$ cat src/rtl/trap_seq.sv
// trap_seq: machine-mode trap / mret / CSR-op sequencer placed after commit.
// It takes one retired instruction at a time and turns it into a short,
// fixed sequence of CSR file writes, optionally followed by a one-cycle fetch
// redirect. Every output is decoded from the state register and fields latched
// at accept, so nothing on commit_* reaches csr_w* in the same cycle.
//
// Handshake: commit_valid/commit_ready are strict valid/ready. A commit is
// taken on a rising edge only when both are high. commit_ready is high only
// in IDLE and does not depend on commit_valid. While busy, every commit input
// and irq_pending is ignored, and upstream holds its instruction.
module trap_seq (
    input  logic        clk,
    input  logic        reset,
    input  logic        commit_valid,
    output logic        commit_ready,
    input  logic [63:0] commit_pc,
    input  logic        commit_is_ecall,
    input  logic        commit_is_mret,
    input  logic        commit_is_csr,
    input  logic [1:0]  csr_op,
    input  logic [11:0] csr_addr,
    input  logic [63:0] csr_src,
    input  logic        csr_src_zero,
    input  logic [63:0] csr_old,
    input  logic [63:0] mstatus_in,
    input  logic [63:0] mtvec_in,
    input  logic [63:0] mepc_in,
    input  logic        irq_pending,
    output logic        csr_wvalid,
    output logic [11:0] csr_wa,
    output logic [63:0] csr_wd,
    output logic        redirect_valid,
    output logic [63:0] redirect_pc,
    output logic        busy,
    output logic [2:0]  dbg_state
);

    typedef enum logic [2:0] {
        IDLE     = 3'd0,
        CSR_WR   = 3'd1,
        T_EPC    = 3'd2,
        T_CAUSE  = 3'd3,
        T_STATUS = 3'd4,
        M_STATUS = 3'd5,
        REDIR    = 3'd6
    } state_t;

    localparam logic [11:0] CSR_MSTATUS = 12'h300;
    localparam logic [11:0] CSR_MEPC    = 12'h341;
    localparam logic [11:0] CSR_MCAUSE  = 12'h342;

    localparam logic [1:0]  OP_RW = 2'b01;
    localparam logic [1:0]  OP_RS = 2'b10;
    localparam logic [1:0]  OP_RC = 2'b11;

    // Machine timer interrupt and environment call from M-mode.
    localparam logic [63:0] CAUSE_MTI   = {1'b1, 63'd7};
    localparam logic [63:0] CAUSE_ECALL = 64'd11;

    state_t      state;
    logic [63:0] pc_q;
    logic [11:0] addr_q;
    logic [1:0]  op_q;
    logic [63:0] src_q;
    logic        src_zero_q;
    logic [63:0] old_q;
    logic [63:0] mstatus_q;
    logic [63:0] cause_q;
    logic        mret_q;

    // Trap entry: MPIE <- MIE, MIE <- 0, MPP <- M.
    function automatic logic [63:0] trap_mstatus(input logic [63:0] s);
        logic [63:0] r;
        r        = s;
        r[7]     = s[3];
        r[3]     = 1'b0;
        r[12:11] = 2'b11;
        return r;
    endfunction

    // Trap return: MIE <- MPIE, MPIE <- 1, MPP <- U.
    function automatic logic [63:0] mret_mstatus(input logic [63:0] s);
        logic [63:0] r;
        r        = s;
        r[3]     = s[7];
        r[7]     = 1'b1;
        r[12:11] = 2'b00;
        return r;
    endfunction

    // Vectored mode only offsets asynchronous causes; exceptions use the base.
    function automatic logic [63:0] trap_target(input logic [63:0] tvec,
                                                input logic [63:0] cause);
        logic [63:0] base;
        base = {tvec[63:2], 2'b00};
        if (tvec[1:0] == 2'b01 && cause[63])
            return base + ({1'b0, cause[62:0]} << 2);
        return base;
    endfunction

    function automatic logic [63:0] csr_result(input logic [1:0]  op,
                                               input logic [63:0] old,
                                               input logic [63:0] src);
        case (op)
            OP_RS:   return old | src;
            OP_RC:   return old & ~src;
            default: return src;
        endcase
    endfunction

    // Set/clear with a zero source must not write, so side effects of the
    // write never fire for a pure CSR read.
    function automatic logic csr_write_en(input logic [1:0] op,
                                          input logic       src_zero);
        return (op == OP_RW) || ((op == OP_RS || op == OP_RC) && !src_zero);
    endfunction

    // Sequencer state and the snapshot taken when a commit is accepted.
    always_ff @(posedge clk or negedge reset) begin
        if (!reset) begin
            state      <= IDLE;
            pc_q       <= '0;
            addr_q     <= '0;
            op_q       <= '0;
            src_q      <= '0;
            src_zero_q <= 1'b0;
            old_q      <= '0;
            mstatus_q  <= '0;
            cause_q    <= '0;
            mret_q     <= 1'b0;
        end else begin
            case (state)
                IDLE: begin
                    if (commit_valid && commit_ready) begin
                        pc_q       <= commit_pc;
                        addr_q     <= csr_addr;
                        op_q       <= csr_op;
                        src_q      <= csr_src;
                        src_zero_q <= csr_src_zero;
                        old_q      <= csr_old;
                        mstatus_q  <= mstatus_in;
                        mret_q     <= 1'b0;
                        if (irq_pending && mstatus_in[3]) begin
                            cause_q <= CAUSE_MTI;
                            state   <= T_EPC;
                        end else if (commit_is_ecall) begin
                            cause_q <= CAUSE_ECALL;
                            state   <= T_EPC;
                        end else if (commit_is_mret) begin
                            mret_q  <= 1'b1;
                            state   <= M_STATUS;
                        end else if (commit_is_csr) begin
                            state   <= CSR_WR;
                        end
                    end
                end
                T_EPC:    state <= T_CAUSE;
                T_CAUSE:  state <= T_STATUS;
                T_STATUS: state <= REDIR;
                M_STATUS: state <= REDIR;
                CSR_WR:   state <= IDLE;
                REDIR:    state <= IDLE;
                default:  state <= IDLE;
            endcase
        end
    end

    // Output decode: one CSR write per sequencing state, redirect only in REDIR.
    always_comb begin
        commit_ready   = (state == IDLE);
        busy           = (state != IDLE);
        csr_wvalid     = 1'b0;
        csr_wa         = '0;
        csr_wd         = '0;
        redirect_valid = 1'b0;
        redirect_pc    = '0;
        case (state)
            T_EPC: begin
                csr_wvalid = 1'b1;
                csr_wa     = CSR_MEPC;
                csr_wd     = pc_q;
            end
            T_CAUSE: begin
                csr_wvalid = 1'b1;
                csr_wa     = CSR_MCAUSE;
                csr_wd     = cause_q;
            end
            T_STATUS: begin
                csr_wvalid = 1'b1;
                csr_wa     = CSR_MSTATUS;
                csr_wd     = trap_mstatus(mstatus_q);
            end
            M_STATUS: begin
                csr_wvalid = 1'b1;
                csr_wa     = CSR_MSTATUS;
                csr_wd     = mret_mstatus(mstatus_q);
            end
            CSR_WR: begin
                csr_wvalid = csr_write_en(op_q, src_zero_q);
                csr_wa     = addr_q;
                csr_wd     = csr_result(op_q, old_q, src_q);
            end
            REDIR: begin
                redirect_valid = 1'b1;
                redirect_pc    = mret_q ? mepc_in : trap_target(mtvec_in, cause_q);
            end
            default: ;
        endcase
    end

    assign dbg_state = state;

endmodule
$ cat config.mk
export PLATFORM = sky130hd
export DESIGN_NAME = trap_seq
export DESIGN_NICKNAME = d
export VERILOG_FILES = /design/src/rtl/trap_seq.sv
export SDC_FILE = /design/constraint.sdc
export NUM_CORES = 1
export LEC_CHECK = 0
export BUFFER_PORTS_ARGS = -buffer_cell sky130_fd_sc_hd__clkbuf_2
export CAP_MARGIN = 20
export CORE_ASPECT_RATIO = 2
export CORE_MARGIN = 8
export CORE_UTILIZATION = 29
export DETAILED_ROUTE_END_ITERATION = 10
export PLACE_DENSITY = 0.53
export SETUP_SLACK_MARGIN = 0.3
export SYNTH_ARGS = -nofsm -noshare
export SYNTH_HDL_FRONTEND = slang
export SYNTH_SLANG_ARGS = --single-unit
$ cat constraint.sdc
create_clock -name clk -period 5.7 [get_ports clk]
set_input_delay 1.71 -clock clk [delete_from_list [all_inputs] [get_ports clk]]
set_output_delay 1.71 -clock clk [all_outputs]
set_load 0.02 [all_outputs]
==> summary.txt, run 1 <==
Routing
  – Met3 WL: about 5000 um
  – Uppermost layer routed: met5
  – First DRT Iteration DRCs: 732
  – WL met2: ~35000 um
  – Final ANT Viol Nets: 0
  – Wire length on met1: 24900 um
  – Vias per inst: 4.95
  – DRC: 0
  – Wirelength per Cell: 21.0 um
  – Final WL: between 60000 and 70000 um
  – Drt first pass iters: 7
  – Via count: 15900

Yosys
  – Main synth FF type: dfrtp_1
  – Synth area leaders: dfrtp_1, nand2_1, o21ai_0
  – Area leader, netlist: dfrtp_1
  – Number of distinct library cells after synthesis: 50
  – Count leader, synth: nand2_1
  – #FFs+latches synth: 276
  – Yosys warning count: 0
  – EDFF count, synth: 0
  – Post-synth top area share: between 40% and 50%
  – Post-Synthesis Cells: 2003
  – Post-Syn Area per Cell: between 7 and 8 um^2
  – Post-Syn Area: 14800 um^2
  – Mapped Nets: 2414
  – Ys async rst share: 100%
  – Post-synth top cells: nand2_1, dfrtp_1, o21ai_0, a21oi_1, clkbuf_1
  – Sequential area share after synthesis: a little under half

GRT
  – Largest net degree at the start of global routing: 112
  – Grt ovf: 0
  – Vias in the first global route: 16900
  – GRT Overall Usage: 22.0%
  – First-pass GRT wire length: 100000 um
  – Initial antenna violation count: 8

Floorplan
  – Die area: about 60000 um^2
  – Area of the core: roughly 51000 um^2
  – # IOs: 553
  – Chip height: 335 um
  – Die width: 176 um
  – Std cell rows: 117
  – Initial Util: 29.2%

Clock tree
  – CTS tree: built
  – Clock-pin slew of the registers on the worst-case setup and hold paths: roughly 0.070 ns
  – Worst-skew pair later-pin latency: 0.56 ns
  – Inserted Clock Buffers: 27
  – Sinks on Clock Net: 276
  – Root Buffer: clkbuf_16
  – CTS H-tree depth: 1
  – Clock Path Buffers: 3
  – Hold_buf cts: 0

Power and ir drop
  – PwrDens: 492 nW/um^2
  – Pwr Total: about 10 mW
  – Peak supply drop: 0.281 mV
  – Leak: 10.6 nW

Final layout
  – Multi-input logic area: 7910 um^2
  – Final non-filler cell total: between 3000 and 4000
  – Post-layout util: 40.2%
  – Area grow syn2layout: 37.7%
  – Layout cells sized above 1: 30.0%
  – Post-layout instance area: between 20000 and 25000 um^2
  – Reg area: just under 7000 um^2
  – Number of fill cells: 5380
  – Nets: roughly 2900

STA
  – Unrepaired setup endpoints after global routing: yes
  – Fin. Hold Viols: 0
  – Min Tclk post-route: 5.60 ns
  – # setup viols final: 0
  – Worst Skew: 0.0182 ns
  – Worst-Margin Slew: 1.00 ns
  – Final period util: 98.3%
  – Final Max Slew Viols: 0
  – Worst slew margin: 33.2%
  – Fmax: 0.179 GHz

Critical path
  – Largest stage delay, worst path: 0.50 ns
  – Crit path max fanout: 3
  – RR Endpoint: pc_q[44]$_DFFE_PN0P_
  – Worst Path Required: 3.99 ns
  – Worst path cell trace: buf_8 > ha_4 > inv_2 > fa_2 > nor2b_4 > o31ai_4 > or4b_4 > buf_6 > nor4_4 > nand3_1 > nor3b_2 > clkbuf_8
  – Worst path slowest cell: or4b_4
  – Setup crit end kind: primary output
  – Crit path from: mtvec_in[2]
  – CP Data Arrival Time: 3.89 ns
  – Startpoint Class: input port
  – Top delay family on crit path: simple AND/OR/NAND/NOR gates
  – Worst Reg-to-Reg Cells: 6
  – Worst reg2reg path startpoint: dbg_state[1]$_DFFE_PN0P_
  – CP Class: in2out
  – CP Buf/Inv Count: 4
  – WP depth: 12
  – Worst setup path end: redirect_pc[58]
  – R2R Setup Slk: between 2 and 3 ns

Placement
  – I/O Buffers: 550
  – Placed Cells: roughly 3100
  – Placed wire-length estimate: 50300 um
  – RD Place Congestion: 0.901
  – Post-DP Area: 18600 um^2

Status
  – Run status: completed

Worst hold path
  – Worst Hold Class: reg2reg

Job
  – Max cap viols: 0
## metal layers
layer,up-vias,GRT usage [%]
met5,-,0
met4,2,9.98
met3,125,5.00
met2,694,40.5
met1,7520,23.4
li1,7594,-
## cell usage in the layout, fill, tap and decap left out, types with 6 or more instances in the layout
master	n
nand3_1	22
clkbuf_2	507
xnor2_2	9
a22oi_1	31
nor2_1	36
nor3_4	7
nand4_1	22
and2_1	8
nor4_4	12
a211oi_1	28
o21ai_0	151
a21oi_2	9
nor2_4	6
buf_12	8
a21oi_1	115
clkbuf_8	12
inv_1	10
mux2i_1	6
clkbuf_16	27
xor2_1	15
and3_1	9
diode_2	6
nor3_2	6
nand2_1	985
buf_6	18
dfrtp_1	273
xnor2_1	32
buf_4	86
## worst register-to-register path: cells and delay by family, from the launching register on
kind / cells / cell delay (ns)
buf+inv: 2 / 1.42
flops: 1 / 0.36
simple gates: 4 / 1.16
## what timing repair did
action / in CTS / in global routing
endpoints found under the setup margin: 42 / 50
setup buffers: 10 / 8
endpoints found under the hold margin: 0 / 0
pin swaps: 38 / 35
gates cloned: 0 / 0
gates resized for setup: 92 / 91
## metrics by stage
step | worst slack (ns) | hold WS [ns] | setup TNS, ns
floorplan | 0.317 | 0.437 | 0
global placement | -0.170 | 0.451 | -0.687
detailed placement | -0.173 | 0.454 | -0.570
CTS | 0.0259 | 0.471 | 0
global route | -0.0363 | 0.492 | -0.0402
finish | 0.0979 | 0.467 | 0
## flip-flops by register name, indices dropped and copies added (netlist names)
signal / count
mret_q: 1
dbg_state: 3
op_q: 2
cause_q: 3
mstatus_q: 62
src_zero_q: 1
addr_q: 12
old_q: 64
pc_q: 64
src_q: 64
## logic make-up after synthesis
logic type	share of synthesized area (%)
compound gates	13.4
fa+ha+maj	0.474
mux	0.406
xor+xnor	3.32
buf+inv	3.65
simple gates	32.1
flops	46.7
## final cells by class
cell class                      instances  area share [%]
Inverter                               13           0.258
Multi-Input combinational cell       1585            38.8
Timing Repair Buffer                  633            18.2
Antenna cell                            6          0.0737
Tap cell                              654            4.02
Clock inverter                         11           0.823
Sequential cell                       276            33.9
Clock buffer                           38            3.86
## where the power goes
part / switching [mW] / leakage (nW) / total, mW / internal (mW)
combinational: 3.15 / 6.70 / 4.65 / 1.51
sequential: 0.553 / 3.46 / 3.40 / 2.85
clock: 0.814 / 0.465 / 1.96 / 1.14
## how the worst min path moves through the flow
stage / from / slack (ns) / cells past startpoint / to
after global placement: addr_q[10]$_DFFE_PN0P_ / 0.45 / 2 / addr_q[10]$_DFFE_PN0P_
after floorplan: addr_q[10]$_DFFE_PN0P_ / 0.44 / 2 / addr_q[10]$_DFFE_PN0P_
after CTS: addr_q[3]$_DFFE_PN0P_ / 0.47 / 2 / addr_q[3]$_DFFE_PN0P_
after detailed placement: addr_q[3]$_DFFE_PN0P_ / 0.45 / 2 / addr_q[3]$_DFFE_PN0P_
final: addr_q[3]$_DFFE_PN0P_ / 0.47 / 2 / addr_q[3]$_DFFE_PN0P_
after global routing: old_q[42]$_DFFE_PN0P_ / 0.49 / 2 / old_q[42]$_DFFE_PN0P_
(Power assumes the default switching activity.)
==> inputs of run 2 (changes only) <==
Settings changed: CELL_PAD_IN_SITES_DETAIL_PLACEMENT from default to 0, CELL_PAD_IN_SITES_GLOBAL_PLACEMENT from default to 1, CTS_CLUSTER_SIZE from default to 10, GPL_TIMING_DRIVEN from default to 0, PLACE_DENSITY 0.53 to 0.7.
==> run 2 against run 1 <==
  * Register-to-register slack got worse by 1.0 ns
  * Largest cell class unchanged
  * Global-route usage increased by 5.6 points
  * Fmax decreased by 1.7%
  * Non-clock buffer count increased by 98
  * Via count increased by 6.1%
  * Largest power group unchanged
  * Critical path type unchanged
==> summary.txt, run 2 (synthesized netlist as in run 1, its figures left out) <==
Final layout
  – Number of fill cells: 5381 (was 5380)
  – Nets: 3053 (was 2947)
  – Layout cells sized above 1: 27.8% (was 30.0%)
  – # diodes: 0 (was 6)
  – Area grow syn2layout: 40.3% (was 37.7%)
  – Largest registers: old_q (64), pc_q (64), src_q (64) (unchanged)
  – Most frequent cells in the layout: nand2_1, clkbuf_2, dfrtp_1 (unchanged)
  – Most common cell after layout, fill and taps aside: nand2_1 (unchanged)
  – Final non-filler cell total: 3301 (was 3216)

Floorplan
  – Std cell rows: 117 (unchanged)
  – Area of the core: 50700 um^2 (unchanged)
  – Chip height: 335 um (unchanged)
  – # IOs: 553 (unchanged)
  – Die area: 58900 um^2 (unchanged)
  – Initial Util: 29.2% (unchanged)
  – Die width: 176 um (unchanged)

Power and ir drop
  – Leak: 10.7 nW (was 10.6 nW)
  – PwrDens: 517 nW/um^2 (was 492 nW/um^2)
  – Switching Share: 47.7% (was 45.1%)
  – Clk network pwr share: 19.1% (was 19.5%)
  – Sw power: 5.12 mW (was 4.52 mW)
  – P_int: 5.61 mW (was 5.50 mW)
  – Flop pwr share: 31.7% (was 34.0%)
  – Peak supply drop: 0.292 mV (was 0.281 mV)
  – Combinational Power Share: 49.2% (was 46.5%)

Routing
  – First DRT Iteration DRCs: 1164 (was 732)
  – Wirelength per Cell: 25.5 um (was 21.0 um)
  – Vias per inst: 5.12 (was 4.95)
  – DRC: 0 (unchanged)
  – Via count: 16900 (was 15900)
  – Final ANT Viol Nets: 0 (unchanged)
  – Drt first pass iters: 5 (was 7)
  – Final WL: 84200 um (was 67600 um)

Clock tree
  – CTS tree: built (unchanged)
  – Root Buffer: clkbuf_16 (unchanged)
  – Sinks on Clock Net: 276 (unchanged)
  – CTS H-tree depth: 2 (was 1)
  – Hold_buf cts: 0 (unchanged)
  – Inserted Clock Buffers: 34 (was 27)
  – Clock Path Buffers: 3 (unchanged)
  – Worst-skew pair later-pin latency: 0.53 ns (was 0.56 ns)
  – Clock-pin slew of the registers on the worst-case setup and hold paths: 0.05 ns (was 0.07 ns)

Worst hold path
  – Worst hold stages: 2 (unchanged)
  – Hold Crit Endpoint: old_q[16]$_DFFE_PN0P_ (was addr_q[3]$_DFFE_PN0P_)
  – Worst Hold Class: reg2reg (unchanged)
  – Hold Path Origin: old_q[16]$_DFFE_PN0P_ (was addr_q[3]$_DFFE_PN0P_)

STA
  – Worst slew margin: 21.9% (was 33.2%)
  – Final Max Slew Viols: 0 (unchanged)
  – Final period util: 99.9% (was 98.3%)
  – # setup viols final: 0 (unchanged)
  – Fmax: 0.176 GHz (was 0.179 GHz)
  – Fin. Hold Viols: 0 (unchanged)
  – Worst-Margin Slew: 1.17 ns (was 1.00 ns)
  – Unrepaired setup endpoints after global routing: yes (unchanged)
  – Final hold slack: 0.473 ns (was 0.467 ns)
  – Min Tclk post-route: 5.70 ns (was 5.60 ns)
  – Worst Skew: 0.0105 ns (was 0.0182 ns)

Critical path
  – Setup crit end kind: primary output (unchanged)
  – Startpoint Class: input port (unchanged)
  – Crit path max fanout: 5 (was 3)
  – CP Class: in2out (unchanged)
  – CP Data Arrival Time: 3.99 ns (was 3.89 ns)
  – R2R Setup Slk: 1.69 ns (was 2.71 ns)
  – Worst reg2reg path startpoint: dbg_state[1]$_DFFE_PN0P_ (unchanged)
  – RR Endpoint: pc_q[6]$_DFFE_PN0P_ (was pc_q[44]$_DFFE_PN0P_)
  – Worst Path Required: 3.99 ns (about the same)
  – Worst Reg-to-Reg Cells: 8 (was 6)

Job
  – Max cap viols: 0 (unchanged)

Placement
  – Placed wire-length estimate: 66200 um (was 50300 um)
  – RD Place Congestion: 0.901 (about the same)
  – Placed Cells: 3210 (was 3143)
  – I/O Buffers: 550 (unchanged)

GRT
  – Initial antenna violation count: 1 (was 8)
  – Largest net degree at the start of global routing: 99 (was 112)
  – Vias in the first global route: 17700 (was 16900)
  – Gr busiest metal: met2 (unchanged)
  – Met1 Track Usage GR: 27.9% (was 23.4%)
  – Grt met3 use: 5.59% (was 5.00%)
  – Grt ovf: 0 (unchanged)
  – Met2 GRT Util: 52.2% (was 40.5%)
  – GRT Overall Usage: 27.6% (was 22.0%)
  – First-pass GRT wire length: 119000 um (was 100000 um)

Status
  – Run status: completed (unchanged)
[run 2: how the worst max path moves through the flow]
stage,from,end,slack [ns],cells past startpoint
2_1_floorplan,mtvec_in[2],redirect_pc[58],0.32,10
3_3_place_gp,reset,pc_q[17]$_DFFE_PN0P_,-3.15,1
3_5_place_dp,mtvec_in[9],redirect_pc[61],-0.55,8
4_1_cts,mtvec_in[2],redirect_pc[62],-0.12,12
5_1_grt,mtvec_in[2],redirect_pc[62],-0.06,12
6_report,mtvec_in[2],redirect_pc[60],0.004,14
[run 2: worst max-delay path, cell delays in order]
cell and delay [ns]:
buf_8 0.08, ha_4 0.13, inv_2 0.03, fa_2 0.38
nor2b_4 0.17, buf_6 0.11, o31a_1 0.22, buf_4 0.16
nand4_4 0.18, buf_4 0.22, nor4_4 0.16, xnor2_1 0.17
a21oi_1 0.09, buf_4 0.17
[run 2: layout make-up]
class	instances	area, um^2	area share (%)
timing repair buffer	602	3470	16.7
tap	654	818	3.94
clock inverter	3	42.5	0.205
inverter	13	48.8	0.235
multi-input combinational	1586	7990	38.5
clock buffer	38	940	4.53
buffer	129	529	2.55
sequential	276	6910	33.3
[run 2: power groups by stage]
stage / registers (mW) / clock network (mW) / logic (mW)
after floorplan: 3.26 / 0 / 2.87
after global placement: 3.38 / 0 / 5.03
after detailed placement: 3.41 / 0 / 5.07
after CTS: 3.39 / 2.09 / 5.24
after global routing: 3.51 / 2.14 / 5.72
final: 3.41 / 2.04 / 5.28
[run 2: what timing repair did]
item                                    in CTS  in global routing
cloned                                       1                  0
gates resized for setup                    117                121
pin swaps                                   48                 51
setup buffers                               31                 18
endpoints found under the setup margin      56                 55
[run 2: metal layers]
layer / wire length, um / vias to the layer above
li1: - / 7807
met5: 13 / -
met3: 6150 / 171
met2: 44400 / 799
met1: 29000 / 8129
met4: 4620 / 2
[run 2: stage by stage]
| stage | setup WS [ns] | instance area [um^2] | total power [mW] | setup TNS, ns | utilization (%) |
|---|---|---|---|---|---|
| floorplan | 0.317 | 14900 | 6.13 | 0 | - |
| global placement | -3.15 | 18400 | 8.42 | -855.32 | 36.4 |
| detailed placement | -0.552 | 18500 | 8.49 | -5.74 | 36.6 |
| CTS | -0.120 | 20300 | 10.7 | -0.205 | 40.0 |
| global route | -0.0571 | 20800 | 11.4 | -0.330 | 41.0 |
| finish | 0.00387 | 20800 | 10.7 | 0 | 41.0 |
